$ cat config.mk
export PLATFORM = sky130hd
export DESIGN_NAME = iact_weight_grid_feeder
export DESIGN_NICKNAME = d
export VERILOG_FILES = /design/src/rtl/iact_weight_grid_feeder.sv
export SDC_FILE = /design/constraint.sdc
export NUM_CORES = 1
export LEC_CHECK = 0
export ABC_AREA = 0
export CORE_MARGIN = 2
export CORE_UTILIZATION = 52
export DETAILED_ROUTE_END_ITERATION = 10
export GPL_TIMING_DRIVEN = 0
export PLACE_DENSITY = 0.85
export SYNTH_ARGS = -nofsm -noshare
export SYNTH_HDL_FRONTEND = slang
export SYNTH_SLANG_ARGS = --single-unit
$ cat constraint.sdc
create_clock -name clk -period 4.4 [get_ports clk]
set_input_delay 1.32 -clock clk [delete_from_list [all_inputs] [get_ports clk]]
set_output_delay 1.32 -clock clk [all_outputs]
set_load 0.02 [all_outputs]
$ cat src/rtl/iact_weight_grid_feeder.sv
// Packs a mixed iact/weight word stream into full-width iact and weight vectors for the PE grid.
// Each packer fills slice by slice, then holds its vector until the grid buffer takes it.
module iact_weight_grid_feeder #(
    parameter int unsigned DATA_WIDTH  = 16,
    parameter int unsigned IFMAP_COUNT = 5,
    parameter int unsigned ARRAY_WIDTH = 3,
    parameter int unsigned CNT_WIDTH   = 8
) (
    input  logic                              clk,
    input  logic                              rst,
    input  logic                              in_valid,
    input  logic                              in_sel,
    input  logic [DATA_WIDTH-1:0]             in_data,
    output logic                              in_ready,
    input  logic                              flush,
    input  logic                              iact_buffer_ready,
    input  logic                              weight_buffer_ready,
    output logic [DATA_WIDTH*IFMAP_COUNT-1:0] data_iact_out,
    output logic                              iact_write_en,
    output logic [DATA_WIDTH*ARRAY_WIDTH-1:0] data_weight_out,
    output logic                              weight_write_en,
    output logic [CNT_WIDTH-1:0]              iact_vec_cnt,
    output logic [CNT_WIDTH-1:0]              weight_vec_cnt
);

    localparam int unsigned IFW = (IFMAP_COUNT > 1) ? $clog2(IFMAP_COUNT) : 1;
    localparam int unsigned WFW = (ARRAY_WIDTH > 1) ? $clog2(ARRAY_WIDTH) : 1;

    typedef enum logic {StFill, StIssue} state_e;

    state_e                              ist_q, ist_d, wst_q, wst_d;
    logic [IFW-1:0]                      ifill_q, ifill_d;
    logic [WFW-1:0]                      wfill_q, wfill_d;
    logic [DATA_WIDTH*IFMAP_COUNT-1:0]   idata_q, idata_d;
    logic [DATA_WIDTH*ARRAY_WIDTH-1:0]   wdata_q, wdata_d;
    logic [CNT_WIDTH-1:0]                icnt_q, icnt_d, wcnt_q, wcnt_d;
    logic                                i_accept, w_accept, i_xfer, w_xfer;

    // rst gates in_ready so nothing is accepted in the reset cycle.
    always_comb begin
        in_ready = ~rst & ~flush & (in_sel ? (wst_q == StFill) : (ist_q == StFill));
        i_accept = in_valid & in_ready & ~in_sel;
        w_accept = in_valid & in_ready & in_sel;
        i_xfer   = (ist_q == StIssue) & iact_buffer_ready;
        w_xfer   = (wst_q == StIssue) & weight_buffer_ready;
    end

    always_comb begin
        ist_d   = ist_q;
        ifill_d = ifill_q;
        idata_d = idata_q;
        icnt_d  = icnt_q;
        if (flush) ifill_d = '0;
        if (i_accept) begin
            for (int unsigned k = 0; k < IFMAP_COUNT; k++) begin
                if (ifill_q == IFW'(k)) idata_d[k*DATA_WIDTH +: DATA_WIDTH] = in_data;
            end
            if (ifill_q == IFW'(IFMAP_COUNT - 1)) begin
                ifill_d = '0;
                ist_d   = StIssue;
            end else begin
                ifill_d = ifill_q + IFW'(1);
            end
        end
        if (i_xfer) begin
            ist_d  = StFill;
            icnt_d = icnt_q + CNT_WIDTH'(1);
        end
    end

    always_comb begin
        wst_d   = wst_q;
        wfill_d = wfill_q;
        wdata_d = wdata_q;
        wcnt_d  = wcnt_q;
        if (flush) wfill_d = '0;
        if (w_accept) begin
            for (int unsigned k = 0; k < ARRAY_WIDTH; k++) begin
                if (wfill_q == WFW'(k)) wdata_d[k*DATA_WIDTH +: DATA_WIDTH] = in_data;
            end
            if (wfill_q == WFW'(ARRAY_WIDTH - 1)) begin
                wfill_d = '0;
                wst_d   = StIssue;
            end else begin
                wfill_d = wfill_q + WFW'(1);
            end
        end
        if (w_xfer) begin
            wst_d  = StFill;
            wcnt_d = wcnt_q + CNT_WIDTH'(1);
        end
    end

    always_ff @(posedge clk) begin
        if (rst) begin
            ist_q   <= StFill;
            wst_q   <= StFill;
            ifill_q <= '0;
            wfill_q <= '0;
            idata_q <= '0;
            wdata_q <= '0;
            icnt_q  <= '0;
            wcnt_q  <= '0;
        end else begin
            ist_q   <= ist_d;
            wst_q   <= wst_d;
            ifill_q <= ifill_d;
            wfill_q <= wfill_d;
            idata_q <= idata_d;
            wdata_q <= wdata_d;
            icnt_q  <= icnt_d;
            wcnt_q  <= wcnt_d;
        end
    end

    assign data_iact_out   = idata_q;
    assign data_weight_out = wdata_q;
    assign iact_write_en   = (ist_q == StIssue);
    assign weight_write_en = (wst_q == StIssue);
    assign iact_vec_cnt    = icnt_q;
    assign weight_vec_cnt  = wcnt_q;

endmodule

==> Implementation_results.wiki, run 1 <==
{| class="wikitable"
! Metric !! Value
|-
| Status || finished clean
|-
| Seq/Total Area, Yosys || 48.7%
|-
| Post-layout total power || 3.07 mW
|-
| End of the worst hold path || data_iact_out[77]
|-
| Final HPWL DP || 13500 um
|-
| Critical path launch point type || input pin
|-
| Final Instance Area || 8520 um^2
|-
| Proportion of layout cells with a drive suffix above 1 || 8.86%
|-
| Number of antenna-violating nets in the routed design || 0
|-
| Post-detailed-route DRC marker count || 0
|-
| Die width || 113 um
|-
| Total number of placement rows || 39
|-
| Highest net fanout along the worst path || 10
|-
| Placed cell area || 7920 um^2
|-
| Global routing usage on met1 || 40.9%
|-
| Leading post-synthesis cells by cell area || sky130_fd_sc_hd__dfxtp_1 49%, sky130_fd_sc_hd__a21oi_1 12%, sky130_fd_sc_hd__nand3_1 11%
|-
| Critical path capture point type || output pin
|-
| Clock transition at the registers of the reported paths || 50 ps
|-
| Non-filler instance count after layout || 1069
|-
| Hold depth || 2
|-
| First DRT Iteration DRCs || 1005
|-
| Congestion Overflow GR || 0
|-
| P_leak || 2.77 nW
|-
| Critical Path AT || 2900 ps
|-
| Mean instance size in the synthesized netlist || 8.34 um^2
|-
| Vias in the first global route || 5896
|-
| First drt pass iteration count || 6
|-
| Tot GR Track Use || 31.5%
|-
| Number of I/O pins || 170
|-
| Global-route wire length before repair || 31400 um
|-
| FFs w/ async S/R, synth || 0%
|-
| Placeable Area || 11500 um^2
|-
| Met2 track demand over resource || 48.5%
|-
| Tmin final || 4220 ps
|-
| Hold buffer count at CTS || 0
|-
| Setup fix buffers added after clock tree synthesis || 0
|-
| Post-synth net total || around 780
|-
| Post-Synthesis Cells || 745
|-
| Clock latency at the later pin of the worst-skew pair || 430 ps
|-
| Area share of the largest cell type after synthesis || about half
|-
| Endpoint of the worst-slack reg-to-reg timing path || data_iact_out[11]
|-
| Critical setup path kind || in2out
|-
| Depth of the worst register-to-register path || 5
|-
| RSZ-0062 raised after global routing || no
|-
| Net count, final || 946
|-
| Yosys warnings || 0
|-
| Overall via count from detail_route || 6542
|-
| Number of antenna violations at the first check in global routing || 1
|-
| Hold Path Class || reg2reg
|-
| Power density relative to cell area || 360 nW/um^2
|-
| Area Overhead vs Synth || 37.1%
|-
| Mean routed wirelength per cell || 19.3 um
|-
| TritonCTS clock tree || done
|-
| Setup skew after layout || between 8 and 9 ps
|-
| Reg2reg setup slack || 2440 ps
|-
| Layout Utilization || between 70% and 80%
|-
| RePlAce Congestion || approximately 0.86
|-
| Die Y || 113 um
|-
| Distinct cells, synth || 42
|-
| Prevailing post-synth register cell || sky130_fd_sc_hd__dfxtp_1
|-
| Endpoints failing hold || 0
|-
| GR peak layer || met2
|-
| Die area || 12800 um^2
|-
| Setup-violating endpoint count in the final report || 0
|-
| Remaining max-slew budget at the tightest pin || 45.2%
|-
| Maximum number of pins on one net before global-route repair || 17
|-
| Maximum clock path buffer count || 2
|-
| Number of buffers created by CTS || 17
|-
| Cell Count Post-Placement || ~1000
|-
| Starting utilization of the core area || 53.9%
|-
| Summed negative setup slack over all endpoints || 0 ps
|-
| Vias per Instance || approximately 6.1
|-
| M3 GR Usage || 9.80%
|-
| Clk Tree Root Cell || sky130_fd_sc_hd__clkbuf_16
|-
| Number of flops mapped to enable cells by yosys || 0
|-
| Number of levels in the clock H-tree || 4
|-
| Max IR drop VDD || 199 uV
|-
| Netlist area before placement || about 6200 um^2
|-
| Required @ worst endpoint || just over 3000 ps
|-
| Number of flip-flops and latches in the synthesized netlist || ~150
|-
| Max-capacitance violation count || 0
|-
| Reg-to-Reg Start || iact_write_en
|-
| Routed wire length || 20600 um
|-
| Number of sinks on the clock net || 151
|-
| Transition time at the pin with the least slew margin || 822 ps
|-
| Number of slew-limit violations in the final report || 0
|-
| Cell type with the largest total area after synthesis || sky130_fd_sc_hd__dfxtp_1
|-
| Portion of the clock cycle consumed by the worst path in the final layout || 95.9%
|-
| IO buf count || 153
|-
| Number of antenna repair diodes || 0
|-
| Hold Crit Start || data_iact_out[77]
|-
| Upper clock frequency limit || 0.237 GHz
|}
==> power breakdown <==
group | internal [mW] | switching [mW] | total (mW)
registers | 1.37 | 0.00399 | 1.38
clock network | 0.940 | 0.561 | 1.50
logic | 0.0472 | 0.138 | 0.186
==> kinds of logic (layout without fill, tap and decap cells) <==
| group | count (synthesis) | in the layout | share of synthesized area, % |
|---|---|---|---|
| buffers and inverters | 95 | 276 | 7.13 |
| AOI/OAI and AO/OA | 285 | 285 | 23.4 |
| and+or+nand+nor | 201 | 201 | 18.5 |
| muxes | 2 | 2 | 0.363 |
| adders and majority gates | 7 | 7 | 1.41 |
| DFF | 151 | 151 | 48.7 |
| xor gates and xnor gates | 4 | 4 | 0.564 |
==> synthesized netlist by cell type (5+ instances only) <==
cell type                  number
sky130_fd_sc_hd__ha_1           7
sky130_fd_sc_hd__dfxtp_1      151
sky130_fd_sc_hd__inv_1          6
sky130_fd_sc_hd__clkbuf_1      45
sky130_fd_sc_hd__nand2_1       10
sky130_fd_sc_hd__nand4_1        6
sky130_fd_sc_hd__buf_2         32
sky130_fd_sc_hd__or3_1          5
sky130_fd_sc_hd__o21ai_0       12
sky130_fd_sc_hd__buf_4          6
sky130_fd_sc_hd__a21oi_1      143
sky130_fd_sc_hd__nand3_1      134
sky130_fd_sc_hd__o21ai_1      120
sky130_fd_sc_hd__nor2_1        10
==> layer usage <==
metal  part of all wire (%)  vias up  wire length [um]
met5                      0        -                 0
met4                    3.8        0               780
met3                     12       68              2580
met2                     44      415              9170
met1                     39     3040              8100
li1                       -     3019                 -
==> state kept, by name, indices dropped and copies added, names as in the netlist <==
signal	flops
iact_vec_cnt	8
iact_write_en	1
wfill_q	2
data_iact_out	80
weight_vec_cnt	8
weight_write_en	1
ifill_q	3
data_weight_out	48
==> through the flow <==
step / setup WS [ps] / hold slack [ps]
after floorplan: 726 / 511
after global placement: -225 / 461
after detailed placement: -217 / 467
after CTS: 56.7 / 474
after global routing: 110 / 491
final: 181 / 474
==> area by class of cell <==
| cell class | instances | area (um^2) |
|---|---|---|
| Multi-Input combinational cell | 499 | 2750 |
| Buffer | 88 | 417 |
| Inverter | 6 | 22.5 |
| Clock buffer | 21 | 480 |
| Tap cell | 143 | 179 |
| Fill cell | 867 | 3000 |
| Timing Repair Buffer | 153 | 1530 |
| Sequential cell | 151 | 3020 |
| Clock inverter | 8 | 123 |
==> layout by cell type, fill, tap and decap left out, types with 4 or more instances in the layout <==
cell                              netlist  layout
sky130_fd_sc_hd__clkdlybuf4s50_1        0     152
sky130_fd_sc_hd__nand2_1               10      10
sky130_fd_sc_hd__clkbuf_16              0      17
sky130_fd_sc_hd__nand3b_1               4       4
sky130_fd_sc_hd__buf_4                  6       6
sky130_fd_sc_hd__or3_1                  5       5
sky130_fd_sc_hd__a21oi_1              143     143
sky130_fd_sc_hd__buf_2                 32      32
sky130_fd_sc_hd__o31ai_1                4       4
sky130_fd_sc_hd__nand3_1              134     134
sky130_fd_sc_hd__clkbuf_8               0       4
sky130_fd_sc_hd__nand4_1                6       6
sky130_fd_sc_hd__nor2_1                10      10
sky130_fd_sc_hd__or4_1                  4       4
sky130_fd_sc_hd__inv_1                  6       6
sky130_fd_sc_hd__clkbuf_1              45      45
sky130_fd_sc_hd__ha_1                   7       7
sky130_fd_sc_hd__o21ai_1              120     120
sky130_fd_sc_hd__nor2b_1                4       4
sky130_fd_sc_hd__o21ai_0               12      12
sky130_fd_sc_hd__dfxtp_1              151     151
==> timing repair <==
action | in CTS | in global routing
endpoints found under the setup margin | 1 | 1
pin swaps | 0 | 0
gates resized for setup | 1 | 3
==> worst max path at each step <==
stage	from	slack, ps	endpoint
6_report	in_sel	180	in_ready
5_1_grt	in_sel	110	in_ready
4_1_cts	in_sel	60	in_ready
3_5_place_dp	in_sel	-220	in_ready
3_3_place_gp	in_sel	-220	in_ready
2_1_floorplan	in_sel	730	in_ready
==> critical path, cell delays in order <==
cell                              delay [ps]
sky130_fd_sc_hd__clkdlybuf4s50_1         530
sky130_fd_sc_hd__buf_4                   230
sky130_fd_sc_hd__or2_2                   320
sky130_fd_sc_hd__a211oi_1                270
sky130_fd_sc_hd__clkbuf_2                230
(Power assumes the default switching activity.)
==> run 2, diff against run 1 <==
--- a/config.mk
+++ b/config.mk
@@ -6,6 +6,7 @@
 export NUM_CORES = 1
 export LEC_CHECK = 0
 export ABC_AREA = 0
+export CAP_MARGIN = 15
 export CORE_MARGIN = 2
 export CORE_UTILIZATION = 52
 export DETAILED_ROUTE_END_ITERATION = 10
==> results of run 2 <==
The final DEF is identical to that of run 1; final timing and power are the same.
==> run 3, diff against run 2 <==
--- a/config.mk
+++ b/config.mk
@@ -9,6 +9,7 @@
 export CAP_MARGIN = 15
 export CORE_MARGIN = 2
 export CORE_UTILIZATION = 52
+export CTS_CLUSTER_DIAMETER = 50
 export DETAILED_ROUTE_END_ITERATION = 10
 export GPL_TIMING_DRIVEN = 0
 export PLACE_DENSITY = 0.85
==> results of run 3 <==
The final DEF is identical to that of run 1; final timing and power are the same.
==> RTL change (config.mk and constraints of run 1) <==
The parameter `DATA_WIDTH` goes from 16 to 24.
--- a/src/rtl/iact_weight_grid_feeder.sv
+++ b/src/rtl/iact_weight_grid_feeder.sv
@@ -1,7 +1,7 @@
 // Packs a mixed iact/weight word stream into full-width iact and weight vectors for the PE grid.
 // Each packer fills slice by slice, then holds its vector until the grid buffer takes it.
 module iact_weight_grid_feeder #(
-    parameter int unsigned DATA_WIDTH  = 16,
+    parameter int unsigned DATA_WIDTH  = 24,
     parameter int unsigned IFMAP_COUNT = 5,
     parameter int unsigned ARRAY_WIDTH = 3,
     parameter int unsigned CNT_WIDTH   = 8
Ports: changed (resized data_iact_out, data_weight_out and in_data); port bits go from 170 to 242. No check against the original RTL was run, so the function may have changed too.
==> RTL change against run 1 <==
- power rose by 30%
- cell area increased by 40%
- sequential cell count rose by 64
- utilization decreased by 2.3 points
- synthesized area up 42%
- routed wire length increased by 51%
- via count rose by 42%
- count of clock-buffer cells in the layout rose by 8
- setup slack got worse by 0.12 ns
- first-iteration DRC count fell by 3.9%
- highest routed layer unchanged
- worst hold slack is essentially flat
==> RTL change: results (changes against run 1) <==
met1 WL: 12,300 um (was 8101 um)
met3 Use GR: 6.652% (was 9.802%)
Distinct cells, synth: 41 (was 42)
Worst path max stage delay: 0.57 ns (was 0.53 ns)
GPL Wtd Cong: 0.8806 (was 0.8566)
Clk Latency, worst-skew pair: 0.50 ns (was 0.43 ns)
vias: 9,276 (was 6,542)
Worst-Margin Slew: 0.8943 ns (was 0.8224 ns)
total track usage: 32.95% (was 31.50%)
Worst EP arrival: 3.02 ns (was 2.90 ns)
Via density: 6.095 (was 6.120)
largest net degree at the start of global routing: 20 (was 17)
DP HPWL: 21,160 um (was 13,490 um)
First DRT Iteration DRCs: 966 (was 1,005)
Post-CTS Resized: 5 (was 1)
status: finished clean (unchanged)
Adder-Cell Fraction of Synth Area: 0.9960% (was 1.410%)
hold crit path type: register to register (unchanged)
Post-Synthesis Net Count: 1,087 (was 775)
met3 wire length: 3526 um (was 2575 um)
IO Port Bufs: 216 (was 153)
nets@finish: 1,325 (was 946)
# diodes: 0 (unchanged)
final setup skew: 0.006095 ns (was 0.008560 ns)
synthesized area per cell: 8.383 sq um (was 8.337 sq um)
DP Worst Slack: -0.4636 ns (was -0.2173 ns)
initial antenna violation count: 0 (was 1)
post-synthesis xor/xnor area fraction: 0.3984% (was 0.5641%)
number of flip-flops in the largest register: 120 (was 80)
sequential fraction of the synthesis area: 48.95% (was 48.67%)
number of global-route vias before repair: 8,356 (was 5,896)
met2 wire length: 13,860 um (was 9168 um)
met1 Use GR: 44.82% (was 40.93%)
# H-tree levels: 1 (was 4)
first-pass GRT wire length: 46,620 um (was 31,410 um)
Synth Area in Compound Gates: 23.53% (was 23.37%)
share of cells above drive strength 1: 7.143% (was 8.855%)
ranking of synthesized cells by area: dfxtp_1 (49%), a21oi_1 (12%), nand3_1 (10%) (was dfxtp_1 (49%), a21oi_1 (12%), nand3_1 (11%))
Max clock buf depth: 3 (was 2)
cts bufs inserted: 22 (was 17)
VDD IR max: 239.5 uV (was 198.8 uV)
Pleak: 3.804 nW (was 2.773 nW)
post-detailed-route wirelength per cell: 20.46 um (was 19.29 um)
dpl cells: 1,485 (was 1,041)
post-synthesis mux area share: 0.4838% (was 0.3626%)
-- RTL change: layout make-up --
| cell class | instances | area [sq um] |
|---|---|---|
| Inverter | 6 | 22.52 |
| Clock inverter | 10 | 56.30 |
| Buffer | 135 | 738.2 |
| Sequential cell | 215 | 4304 |
| Tap cell | 220 | 275.3 |
| Timing Repair Buffer | 216 | 2163 |
| Clock buffer | 29 | 598.1 |
| Fill cell | 1317 | 4701 |
| Multi-Input combinational cell | 691 | 3725 |
-- RTL change: final timing paths --
path / from / slack (ns) / to / cells after the start
max: in_sel / 0.06 / in_ready / 7
min: data_iact_out[58] / 0.47 / data_iact_out[58] / 2
max reg2reg: ifill_q[0] / 2.32 / data_iact_out[117] / 7
min reg2reg: data_iact_out[58] / 0.47 / data_iact_out[58] / 2
-- RTL change: where the power goes --
part           switching (mW)  internal [mW]
clock network           0.779          0.961
logic                   0.207         0.0726
registers             0.00726           1.96
